File: src/rtl/dmem_arbiter.sv
// dmem_arbiter: two-requester (core, debug) arbiter in front of a single-port
// data memory. Each access runs IDLE -> GRANT -> (RESP) -> IDLE.
// A read returns data and an rvalid pulse two cycles after its grant. A write
// completes during its grant cycle.
// Build option: DMEM_ARB_RR_EN selects round-robin arbitration on a tie.
// When it is undefined, core wins every tie and no pointer register exists.
module dmem_arbiter #(
  parameter int ADDR_W = 8,
  parameter int DATA_W = 32
) (
  input  logic              clk,
  input  logic              rst_n,
  input  logic              core_req,
  input  logic              core_we,
  input  logic [ADDR_W-1:0] core_addr,
  input  logic [DATA_W-1:0] core_wdata,
  output logic              core_gnt,
  output logic              core_rvalid,
  output logic [DATA_W-1:0] core_rdata,
  input  logic              dbg_req,
  input  logic              dbg_we,
  input  logic [ADDR_W-1:0] dbg_addr,
  input  logic [DATA_W-1:0] dbg_wdata,
  output logic              dbg_gnt,
  output logic              dbg_rvalid,
  output logic [DATA_W-1:0] dbg_rdata,
  output logic [ADDR_W-1:0] mem_address,
  output logic [DATA_W-1:0] mem_data,
  output logic              mem_wren,
  input  logic [DATA_W-1:0] mem_q
);

  // state | meaning
  // IDLE  | waiting for a request; the winner is latched on the edge
  // GRANT | one-cycle grant; the memory sees the latched access
  // RESP  | read data arrives from memory and is registered at the closing edge
  localparam logic [1:0] IDLE  = 2'd0;
  localparam logic [1:0] GRANT = 2'd1;
  localparam logic [1:0] RESP  = 2'd2;

  logic [1:0]        state_q, state_d;
  logic              id_q, id_d;          // 0 = core, 1 = dbg
  logic              we_q, we_d;
  logic [ADDR_W-1:0] addr_q, addr_d;
  logic [DATA_W-1:0] wdata_q, wdata_d;
  logic [DATA_W-1:0] core_rdata_q, core_rdata_d;
  logic [DATA_W-1:0] dbg_rdata_q, dbg_rdata_d;
  logic              core_rvalid_q, core_rvalid_d;
  logic              dbg_rvalid_q, dbg_rvalid_d;
  logic              win_dbg;

`ifdef DMEM_ARB_RR_EN
  logic prio_q, prio_d;                  // requester preferred on the next tie (0 = core)

  // Tie goes to whichever requester did not win last time
  always_comb begin
    win_dbg = dbg_req & (~core_req | prio_q);
    prio_d  = prio_q;
    if (state_q == IDLE && (core_req || dbg_req)) prio_d = ~win_dbg;
  end

  // Round-robin pointer, starts out preferring core
  always_ff @(posedge clk or negedge rst_n) begin
    if (!rst_n) prio_q <= 1'b0;
    else        prio_q <= prio_d;
  end
`else
  // Fixed priority: core always wins a tie
  always_comb begin
    win_dbg = dbg_req & ~core_req;
  end
`endif

  // Next-state logic and capture of the winning request
  always_comb begin
    state_d       = state_q;
    id_d          = id_q;
    we_d          = we_q;
    addr_d        = addr_q;
    wdata_d       = wdata_q;
    core_rdata_d  = core_rdata_q;
    dbg_rdata_d   = dbg_rdata_q;
    core_rvalid_d = 1'b0;
    dbg_rvalid_d  = 1'b0;
    case (state_q)
      IDLE: begin
        if (core_req || dbg_req) begin
          state_d = GRANT;
          id_d    = win_dbg;
          we_d    = win_dbg ? dbg_we    : core_we;
          addr_d  = win_dbg ? dbg_addr  : core_addr;
          wdata_d = win_dbg ? dbg_wdata : core_wdata;
        end
      end
      GRANT: state_d = we_q ? IDLE : RESP;
      RESP: begin
        state_d = IDLE;
        if (id_q) begin
          dbg_rdata_d  = mem_q;
          dbg_rvalid_d = 1'b1;
        end else begin
          core_rdata_d  = mem_q;
          core_rvalid_d = 1'b1;
        end
      end
      default: state_d = IDLE;
    endcase
  end

  // State and datapath registers; reset aborts any access in flight
  always_ff @(posedge clk or negedge rst_n) begin
    if (!rst_n) begin
      state_q       <= IDLE;
      id_q          <= 1'b0;
      we_q          <= 1'b0;
      addr_q        <= '0;
      wdata_q       <= '0;
      core_rdata_q  <= '0;
      dbg_rdata_q   <= '0;
      core_rvalid_q <= 1'b0;
      dbg_rvalid_q  <= 1'b0;
    end else begin
      state_q       <= state_d;
      id_q          <= id_d;
      we_q          <= we_d;
      addr_q        <= addr_d;
      wdata_q       <= wdata_d;
      core_rdata_q  <= core_rdata_d;
      dbg_rdata_q   <= dbg_rdata_d;
      core_rvalid_q <= core_rvalid_d;
      dbg_rvalid_q  <= dbg_rvalid_d;
    end
  end

  assign core_gnt    = (state_q == GRANT) & ~id_q;
  assign dbg_gnt     = (state_q == GRANT) &  id_q;
  assign mem_wren    = (state_q == GRANT) &  we_q;
  assign mem_address = addr_q;
  assign mem_data    = wdata_q;
  assign core_rvalid = core_rvalid_q;
  assign dbg_rvalid  = dbg_rvalid_q;
  assign core_rdata  = core_rdata_q;
  assign dbg_rdata   = dbg_rdata_q;

endmodule

File: config.mk
export PLATFORM = sky130hd
export DESIGN_NAME = dmem_arbiter
export DESIGN_NICKNAME = d
export VERILOG_FILES = /design/src/rtl/dmem_arbiter.sv
export SDC_FILE = /design/constraint.sdc
export NUM_CORES = 1
export LEC_CHECK = 0
export CAP_MARGIN = 40
export CORE_AREA = 2 2 117 119
export CTS_BUF_LIST = sky130_fd_sc_hd__clkbuf_8 sky130_fd_sc_hd__clkbuf_16
export CTS_CLUSTER_SIZE = 24
export DETAILED_ROUTE_END_ITERATION = 16
export DIE_AREA = 0 0 119 121
export MAX_ROUTING_LAYER = met4
export PLACE_DENSITY = 0.71
export SYNTH_ARGS = -nofsm -noshare
export SYNTH_HDL_FRONTEND = slang
export SYNTH_SLANG_ARGS = --single-unit
File: constraint.sdc
create_clock -name clk -period 1.6 [get_ports clk]
set_input_delay 0.16 -clock clk [delete_from_list [all_inputs] [get_ports clk]]
set_output_delay 0.16 -clock clk [all_outputs]
set_load 0.01 [all_outputs]
==> results of run 1 <==
cell usage in the layout, fill, tap and decap left out, types with 3 or more instances in the layout:
cell type	n
dfrtp_1	110
mux2_2	103
buf_4	10
a22o_1	39
clkdlybuf4s50_1	222
buf_12	6
nor2_1	5
clkbuf_16	9
inv_1	3
how the worst max path moves through the flow:
stage | from | endpoint | slack [ns] | cells past startpoint
6_report | state_q[0] | mem_address[3] | 0.08 | 4
5_1_grt | state_q[0] | mem_address[0] | 0.003 | 4
4_1_cts | state_q[1] | dbg_gnt | 0.04 | 3
3_5_place_dp | core_req | mem_address[2] | -0.11 | 5
3_3_place_gp | core_req | mem_data[22] | -0.07 | 5
2_1_floorplan | state_q[0] | mem_data[20] | 0.20 | 5
registers in the layout, summed over array words and instances, names as in the netlist:
| name | flops |
|---|---|
| we_q | 1 |
| core_rvalid | 1 |
| mem_data | 32 |
| mem_address | 8 |
| id_q | 1 |
| dbg_rdata | 32 |
| core_rdata | 32 |
| dbg_rvalid | 1 |
| state_q | 2 |
metal layers:
metal / routed length, um / vias up
met3: 662 / 16
met5: 0 / -
met4: 200 / 0
met2: 5698 / 136
met1: 4898 / 1666
li1: - / 1528
area by class of cell:
class | instances | area share [%]
well taps | 176 | 2.976
flip-flops and latches | 110 | 37.20
clock buffers | 11 | 3.416
repair buffers | 242 | 33.11
clock inverters | 5 | 1.099
multi-input cells | 158 | 22.05
inverters | 3 | 0.1522
logic make-up after synthesis:
group	count (synthesis)	synth area share (%)
compound gates	43	8.101
mux	106	26.35
buf+inv	24	3.373
simple gates	9	1.355
flops	110	60.82
timing repair:
item | 4_1_cts | 5_1_grt
hold buffers | 1 | 0
endpoints found under the hold margin | 110 | 0
setup endpoints to repair | 3 | 2
cloned | 0 | 0
resized for setup | 3 | 3
worst max-delay path, delay by kind of cell (launching register included):
| kind | cells | cell delay, ns |
|---|---|---|
| AOI/OAI and AO/OA | 1 | 0.21 |
| DFF | 1 | 0.44 |
| buffers and inverters | 1 | 0.20 |
| muxes | 1 | 0.35 |
| and+or+nand+nor | 1 | 0.18 |
power by group through the flow:
stage          clock network (mW)  logic, mW  registers, mW
2_1_floorplan                   0       2.32           5.50
3_3_place_gp                    0       6.46           4.88
3_5_place_dp                    0       6.58           4.96
4_1_cts                      2.50       6.58           4.93
5_1_grt                      2.60       6.88           5.08
6_report                     2.41       6.46           4.90
through the flow:
| step | cells | setup TNS [ns] | util (%) |
|---|---|---|---|
| after CTS | 705 | 0 | 56.56 |
| after global placement | 688 | -2.490 | 53.96 |
| after floorplan | 292 | 0 | - |
| final | 705 | 0 | 56.55 |
| after global routing | 705 | 0 | 56.55 |
| after detailed placement | 688 | -3.611 | 53.96 |
==> flow_summary.toml, run 1 <==
[routing]
viasPerCell = 4.746
vias = 3346
post-route-drc-count = 0
drt-initial-drc-count = 100
finalWirelength_um = 11460
postRouteAntennaNets = 0
drtPass1Iterations = 4
wl_per_cell_um = 16.26

[floorplan]
io_pins = 227
start_util_pct = 34.59
die_area_mm2 = 0.01440
die_w_um = 119
row_count = 42
core_area_mm2 = 0.01309
die_h_um = 121

[critical_path]
regToRegEndpoint = "mem_address[3]"
end_kind = "register"
r2r_cells = 4
cp_max_fo = 30
crit_arrival_ns = 1.73
startpoint_type = "register"
regToRegSetupSlack_ns = 0.08
crit_type = "register to register"
slowest_delay_ns = 0.44
path_cells = "nor2_1 -> o21a_2 -> buf_12 -> mux2_2"
reg2reg_from = "state_q[0]"
critPathSlowestCell = "dfrtp_1"
cp.required_ns = 1.82

[layout]
fill_cells = 1083
fin_nets = 642
multi_input_area_mm2 = 0.001632
finalInstanceArea_mm2 = 0.007400
diodes = 0
area_growth_pct = 63.51
area.sequential_mm2 = 0.002753
drive_gt1_share_pct = 26.65

[timing]
hold_viol_final = 0
slew_headroom_pct = 61.06
setup-violations-final = 0
rsz0062_at_grt = "no"
slew_violations = 0
setup_ws_ns = 0.08333
post-route-min-period_ns = 1.517
clock_skew_ns = 0.005227
fmax_mhz = 659.3
tightest_slew_ns = 0.5841
post-route-period-util_pct = 94.79
holdWs_ns = 0.3711

[global_route]
grt_pass1_wl_um = 18530
use_met2_pct = 27.48
gr-usage-met1_pct = 20.78
antenna_found_initial = 0
overflow = 0
grt_pass1_vias = 3625
busiest_layer = "met2"
grt_util_met3_pct = 3.195
grt_max_degree = 65
gr-usage-all-layers_pct = 16.69

[yosys]
yosysMostFrequentCell = "dfrtp_1"
ys_warn_count = 0
ys.flop_type = "dfrtp_1"
synth_top_cell_area_share_pct = 60.82
syn_area_mm2 = 0.004526
synth_enable_flop_cells = 0
ys_types = 19
synth_commonest_cells = "dfrtp_1, mux2_2, a22o_1, buf_2"
synth.avg_cell_area_um2 = 15.50
async_flop_share_pct = 100.0
synth.area.top_cells = "dfrtp_1, mux2_2, a22o_1"
yosysTopAreaCell = "dfrtp_1"
syn-num-nets = 410
synth-seq-cells = 110
synthCells = 292
seq_area_frac_synth_pct = 60.82

[power]
power_frac_seq_pct = 35.6
switchingPower_mw = 4.004
p_leak_nw = 3.118
power_density_mw_per_mm2 = 1862
p_int_mw = 9.775
combinationalPowerShare_pct = 46.9
power_frac_clock_pct = 17.5
switching_share_pct = 29.06
ir_worst_vdd_v = 0.0007348
fin_total_pwr_mw = 13.78

[placed_design]
place.gp.congestion = 0.7627
port_buffers = 226
place_hpwl_um = 8780
place_ws_ns = -0.1075
placed_area_mm2 = 0.007061

[clock_network]
clock-root-buffer = "clkbuf_16"
post_cts_buffers = 0
cts_max_level = 3
clk_latency_ns = 0.33
clk_path_buf_depth = 2
clk_pin_slew_ns = 0.07
cts_buffers = 9
tritoncts = "yes"
cts_sinks = 110

[run_status]
status = "completed"

[job]
maxCapViolations = 0

[hold_path]
holdCritPathClass = "input port to asynchronous set/reset pin"
(Power assumes the default switching activity.)
==> inputs of run 2 (changes only) <==
- clock period: 1.6 -> 1.4 ns (I/O delays scaled with it)
==> run 2 against run 1 <==
  * The run now ends with negative setup slack left
  * Setup slack got worse by 0.16 ns
  * Combinational power is 25% higher
  * Clock skew rose by 0.00091 ns
  * Largest cell class unchanged
  * Clock-buffer cell count up 1
  * Core utilization grew 3.5 points
==> flow_summary.toml, run 2 (synthesis results as in run 1) <==
[run_status]
status = "finished, violations left"
violations = "negative setup slack"

[floorplan]
core_area_mm2 = 0.01309
row_count = 42
die_h_um = 121
start_util_pct = 34.59
io_pins = 227
die_w_um = 119
die_area_mm2 = 0.01440

[clock_network]
cts_max_level = 3
cts_buffers = 9
clk_latency_ns = 0.34
clk_path_buf_depth = 2
clk_pin_slew_ns = 0.07
clock-root-buffer = "clkbuf_16"
tritoncts = "yes"
cts_sinks = 110

[critical_path]
cp_top_family = "flip-flops"
crit_arrival_ns = 1.70
crit_buf_inv = 2
crit_type = "register to register"
cp.required_ns = 1.62
slowest_delay_ns = 0.45
end_kind = "register"
cp_max_fo = 8
startpoint_type = "register"
path_cells = "nor3b_4 -> buf_12 -> clkbuf_16 -> mux2_2"
critPathSlowestCell = "dfrtp_2"

[timing]
post-route-min-period_ns = 1.480
clock_skew_ns = 0.006140
slew_headroom_pct = 79.43
setup-violations-final = 47
fmax_mhz = 675.6
setup_ws_ns = -0.08022
tightest_slew_ns = 0.3085
holdWs_ns = 0.3505
post-route-period-util_pct = 105.7
rsz0062_at_grt = "yes"
slew_violations = 0
hold_viol_final = 0

[layout]
drive_gt1_share_pct = 29.24
fill_cells = 1038
layout_common_cells = "clkdlybuf4s50_1, dfrtp_1, mux2_2"
area_growth_pct = 73.71
fin_nets = 651
fin_cells = 713
final_core_util_pct = 60.08
diodes = 0
layout_commonest_cell = "clkdlybuf4s50_1"

[placed_design]
place_ws_ns = -0.2656
place.gp.congestion = 0.7716
port_buffers = 226
dpl.cell_count = 690
place_hpwl_um = 8628

[routing]
wl_met3_um = 623
finalWirelength_um = 12170
viasPerCell = 4.770
vias = 3401
wl_met1_um = 5218
drt-initial-drc-count = 95
wl_met2_um = 6112
drtPass1Iterations = 4
post-route-drc-count = 0
top_layer = "met4"
wl_per_cell_um = 17.07
postRouteAntennaNets = 0

[power]
ir_worst_vdd_v = 0.0008241
p_leak_nw = 3.984
fin_total_pwr_mw = 16.28
power_density_mw_per_mm2 = 2071

[global_route]
gr-usage-all-layers_pct = 16.63
grt_pass1_vias = 3585
grt_max_degree = 59
grt_pass1_wl_um = 18320
overflow = 0
antenna_found_initial = 0

[hold_path]
holdCritPathClass = "input port to asynchronous set/reset pin"

[job]
maxCapViolations = 0
==> run 2: changes by cell type in the layout (fill, tap and decap cells not counted), moves of 2 or more <==
| cell | before | now |
|---|---|---|
| clkbuf_16 | 9 | 12 |
| dlymetal6s2s_1 | 0 | 54 |
| dfrtp_2 | 0 | 3 |
| nor2_1 | 5 | 2 |
| mux2_4 | 0 | 48 |
| dlygate4sd2_1 | 2 | 24 |
| buf_12 | 6 | 9 |
| dfrtp_1 | 110 | 107 |
| mux2_2 | 103 | 56 |
| clkdlybuf4s50_1 | 222 | 144 |
| nor2_2 | 0 | 2 |
| buf_2 | 0 | 3 |
==> run 2: timing repair <==
item	4_1_cts	5_1_grt
hold buffers	1	0
hold endpoints to repair	110	0
pin swaps	1	1
buffers inserted	1	2
setup endpoints to repair	99	151
resized for setup	66	83
cloned	1	3
==> run 2: metrics by stage <==
stage	instance area [um^2]	setup TNS [ns]
after floorplan	4526	0
after global placement	7101	-9.377
after detailed placement	7101	-10.93
after CTS	7522	-2.994
after global routing	7861	-5.727
final	7861	-1.408
==> run 2: final timing paths <==
kind,startpoint,end,slack (ns),cells after the start
min in group clk,we_q,state_q[1],0.42,1
hold reg to reg,we_q,state_q[1],0.42,1
setup / recovery,state_q[0],core_rdata[10],-0.08,4
max in group asynchronous,rst_n,core_rdata[31],0.77,3
setup reg to reg,state_q[0],core_rdata[10],-0.08,4
hold / removal,rst_n,mem_data[22],0.35,3
==> run 2: per-layer routing <==
| layer | track usage [%] | vias up |
|---|---|---|
| met5 | - | - |
| met4 | 6.101 | 0 |
| met3 | 3.102 | 16 |
| met2 | 27.62 | 139 |
| met1 | 20.39 | 1690 |
| li1 | - | 1556 |
==> run 2: power by group <==
part / internal, mW / total, mW / leakage [nW] / switching, mW
registers: 4.77 / 5.61 / 1.33 / 0.845
clock network: 1.52 / 2.61 / 0.156 / 1.08
logic: 5.14 / 8.06 / 2.50 / 2.92
total: 11.4 / 16.3 / 3.98 / 4.85
==> run 2: worst min-delay path: stages <==
cell	delay, ns
dlygate4sd3_1	0.54
buf_4	0.14
buf_12	0.25
==> run 2: cell type report <==
type,count,area (um^2),share of cell area [%]
clock inverter,3,42.54,0.5411
inverter,3,11.26,0.1432
clock buffer,12,266.5,3.390
tap,176,220.2,2.801
sequential,110,2756,35.06
timing repair buffer,251,2729,34.71
multi-input combinational,158,1836,23.35
==> inputs of run 3 (changes only) <==
- clock period: 1.4 -> 1.9 ns (I/O delays scaled with it)
==> run 3 against run 2 <==
  * The run now ends clean
  * Final area decreased by 7.2%
  * Clock-buffer cell count decreased by 2
  * Clock skew about the same
==> flow_summary.toml, run 3 (synthesis results as in run 1) <==
[critical_path]
cp_max_fo = 4
startpoint_type = "register"
cp_top_family = "buffers and inverters"
end_kind = "output port"
crit_arrival_ns = 1.62
crit_type = "register to output port"
cp.required_ns = 1.71
path_cells = "nand2b_1 -> nor2_1 -> clkdlybuf4s50_1"
critPathSlowestCell = "clkdlybuf4s50_1"
crit_buf_inv = 1
slowest_delay_ns = 0.57

[routing]
wl_met1_um = 4854
wl_per_cell_um = 16.20
finalWirelength_um = 11380
drt-initial-drc-count = 114
wl_met2_um = 5613
top_layer = "met4"
viasPerCell = 4.652
wl_met3_um = 664
postRouteAntennaNets = 0
vias = 3266
drtPass1Iterations = 4
post-route-drc-count = 0

[timing]
rsz0062_at_grt = "no"
slew_violations = 0
slew_headroom_pct = 74.66
fmax_mhz = 552.4
post-route-min-period_ns = 1.810
tightest_slew_ns = 0.3801
setup-violations-final = 0
post-route-period-util_pct = 95.28
hold_viol_final = 0
clock_skew_ns = 0.006586
setup_tns_ns = 0

[hold_path]
holdCritPathClass = "input port to asynchronous set/reset pin"

[floorplan]
row_count = 42
die_h_um = 121
start_util_pct = 34.59
core_area_mm2 = 0.01309
die_w_um = 119
io_pins = 227
die_area_mm2 = 0.01440

[power]
power_density_mw_per_mm2 = 1538
p_leak_nw = 3.087
ir_worst_vdd_v = 0.0005738

[placed_design]
place.gp.congestion = 0.7593
place_hpwl_um = 8667
dpl.cell_count = 685
port_buffers = 226

[layout]
fin_cells = 702
layout_common_cells = "clkdlybuf4s50_1, dfrtp_1, mux2_2"
fin_nets = 639
drive_gt1_share_pct = 25.48
multi_input_area_mm2 = 0.001629
diodes = 0
area_growth_pct = 61.16
fill_cells = 1053
area.sequential_mm2 = 0.002753
layout_commonest_cell = "clkdlybuf4s50_1"

[global_route]
antenna_found_initial = 0
grt_pass1_wl_um = 18000
gr-usage-all-layers_pct = 16.33
grt_max_degree = 54
overflow = 0
grt_pass1_vias = 3574

[run_status]
status = "completed"

[clock_network]
clk_latency_ns = 0.34
clk_path_buf_depth = 2
cts_buffers = 9
cts_sinks = 110
clk_pin_slew_ns = 0.07
clock-root-buffer = "clkbuf_16"
post_cts_buffers = 0
cts_max_level = 3
tritoncts = "yes"

[job]
maxCapViolations = 0
run 3: changes by cell type in the layout (fill, tap and decap cells not counted), sizes merged, moves of 3 or more:
| cell | before | now |
|---|---|---|
| clkdlybuf4s50 | 144 | 223 |
| dlymetal6s2s | 54 | 2 |
| dlygate4sd2 | 24 | 0 |
| buf | 25 | 13 |
| clkbuf | 15 | 10 |
| clkinvlp | 0 | 3 |
run 3: worst reg2reg max path, delay by kind of cell (launching register included):
family | cells | cell delay, ns
AO/OA/AOI/OAI | 1 | 0.21
flip-flops | 1 | 0.42
buffers and inverters | 1 | 0.20
multiplexers | 1 | 0.38
AND/OR/NAND/NOR | 1 | 0.21
run 3: final timing paths:
check,slack (ns),end,cells past startpoint,from
worst max-delay path,0.09,core_gnt,3,state_q[1]
worst min-delay path,0.26,mem_data[20],2,rst_n
worst max register to register,0.36,mem_data[25],4,state_q[0]
worst min register to register,0.43,state_q[1],1,we_q
max in group asynchronous,1.00,dbg_rdata[23],3,rst_n
min in group clk,0.43,state_q[1],1,we_q
run 3: through the flow:
| step | area [um^2] | total power, mW | util [%] | hold slack, ns | setup WS (ns) |
|---|---|---|---|---|---|
| global placement | 7000 | 9.457 | 53.50 | 0.05778 | 0.2007 |
| global route | 7293 | 11.86 | 55.74 | 0.2839 | 0.03433 |
| detailed placement | 7000 | 9.601 | 53.50 | 0.05846 | 0.1756 |
| floorplan | 4526 | 6.587 | - | -0.1056 | 0.5012 |
| finish | 7293 | 11.22 | 55.74 | 0.2605 | 0.08977 |
| CTS | 7288 | 11.39 | 55.70 | 0.2569 | 0.05183 |
run 3: layout make-up:
class                   count  share of cell area [%]
inverters                   3                  0.1544
clock buffers              10                   3.277
multi-input cells         158                   22.34
clock inverters             6                  0.5318
repair buffers            239                   32.94
well taps                 176                   3.019
flip-flops and latches    110                   37.74
run 3: metal layers:
metal | global-route usage [%] | vias to the layer above
li1 | - | 1527
met1 | 19.83 | 1579
met2 | 27.05 | 140
met3 | 3.289 | 20
met4 | 6.176 | 0
met5 | - | -
run 3: repair_timing:
item / 4_1_cts / 5_1_grt
hold buffers: 1 / 0
endpoints found under the setup margin: 0 / 2
gates resized for setup: 0 / 2
endpoints found under the hold margin: 27 / 0
run 3: power breakdown:
part           total (mW)  leakage [nW]  switching (mW)  internal [mW]
clock                1.75         0.134           0.830          0.921
combinational        5.35          1.62            1.92           3.43
sequential           4.12          1.33           0.613           3.50
total                11.2          3.09            3.36           7.86
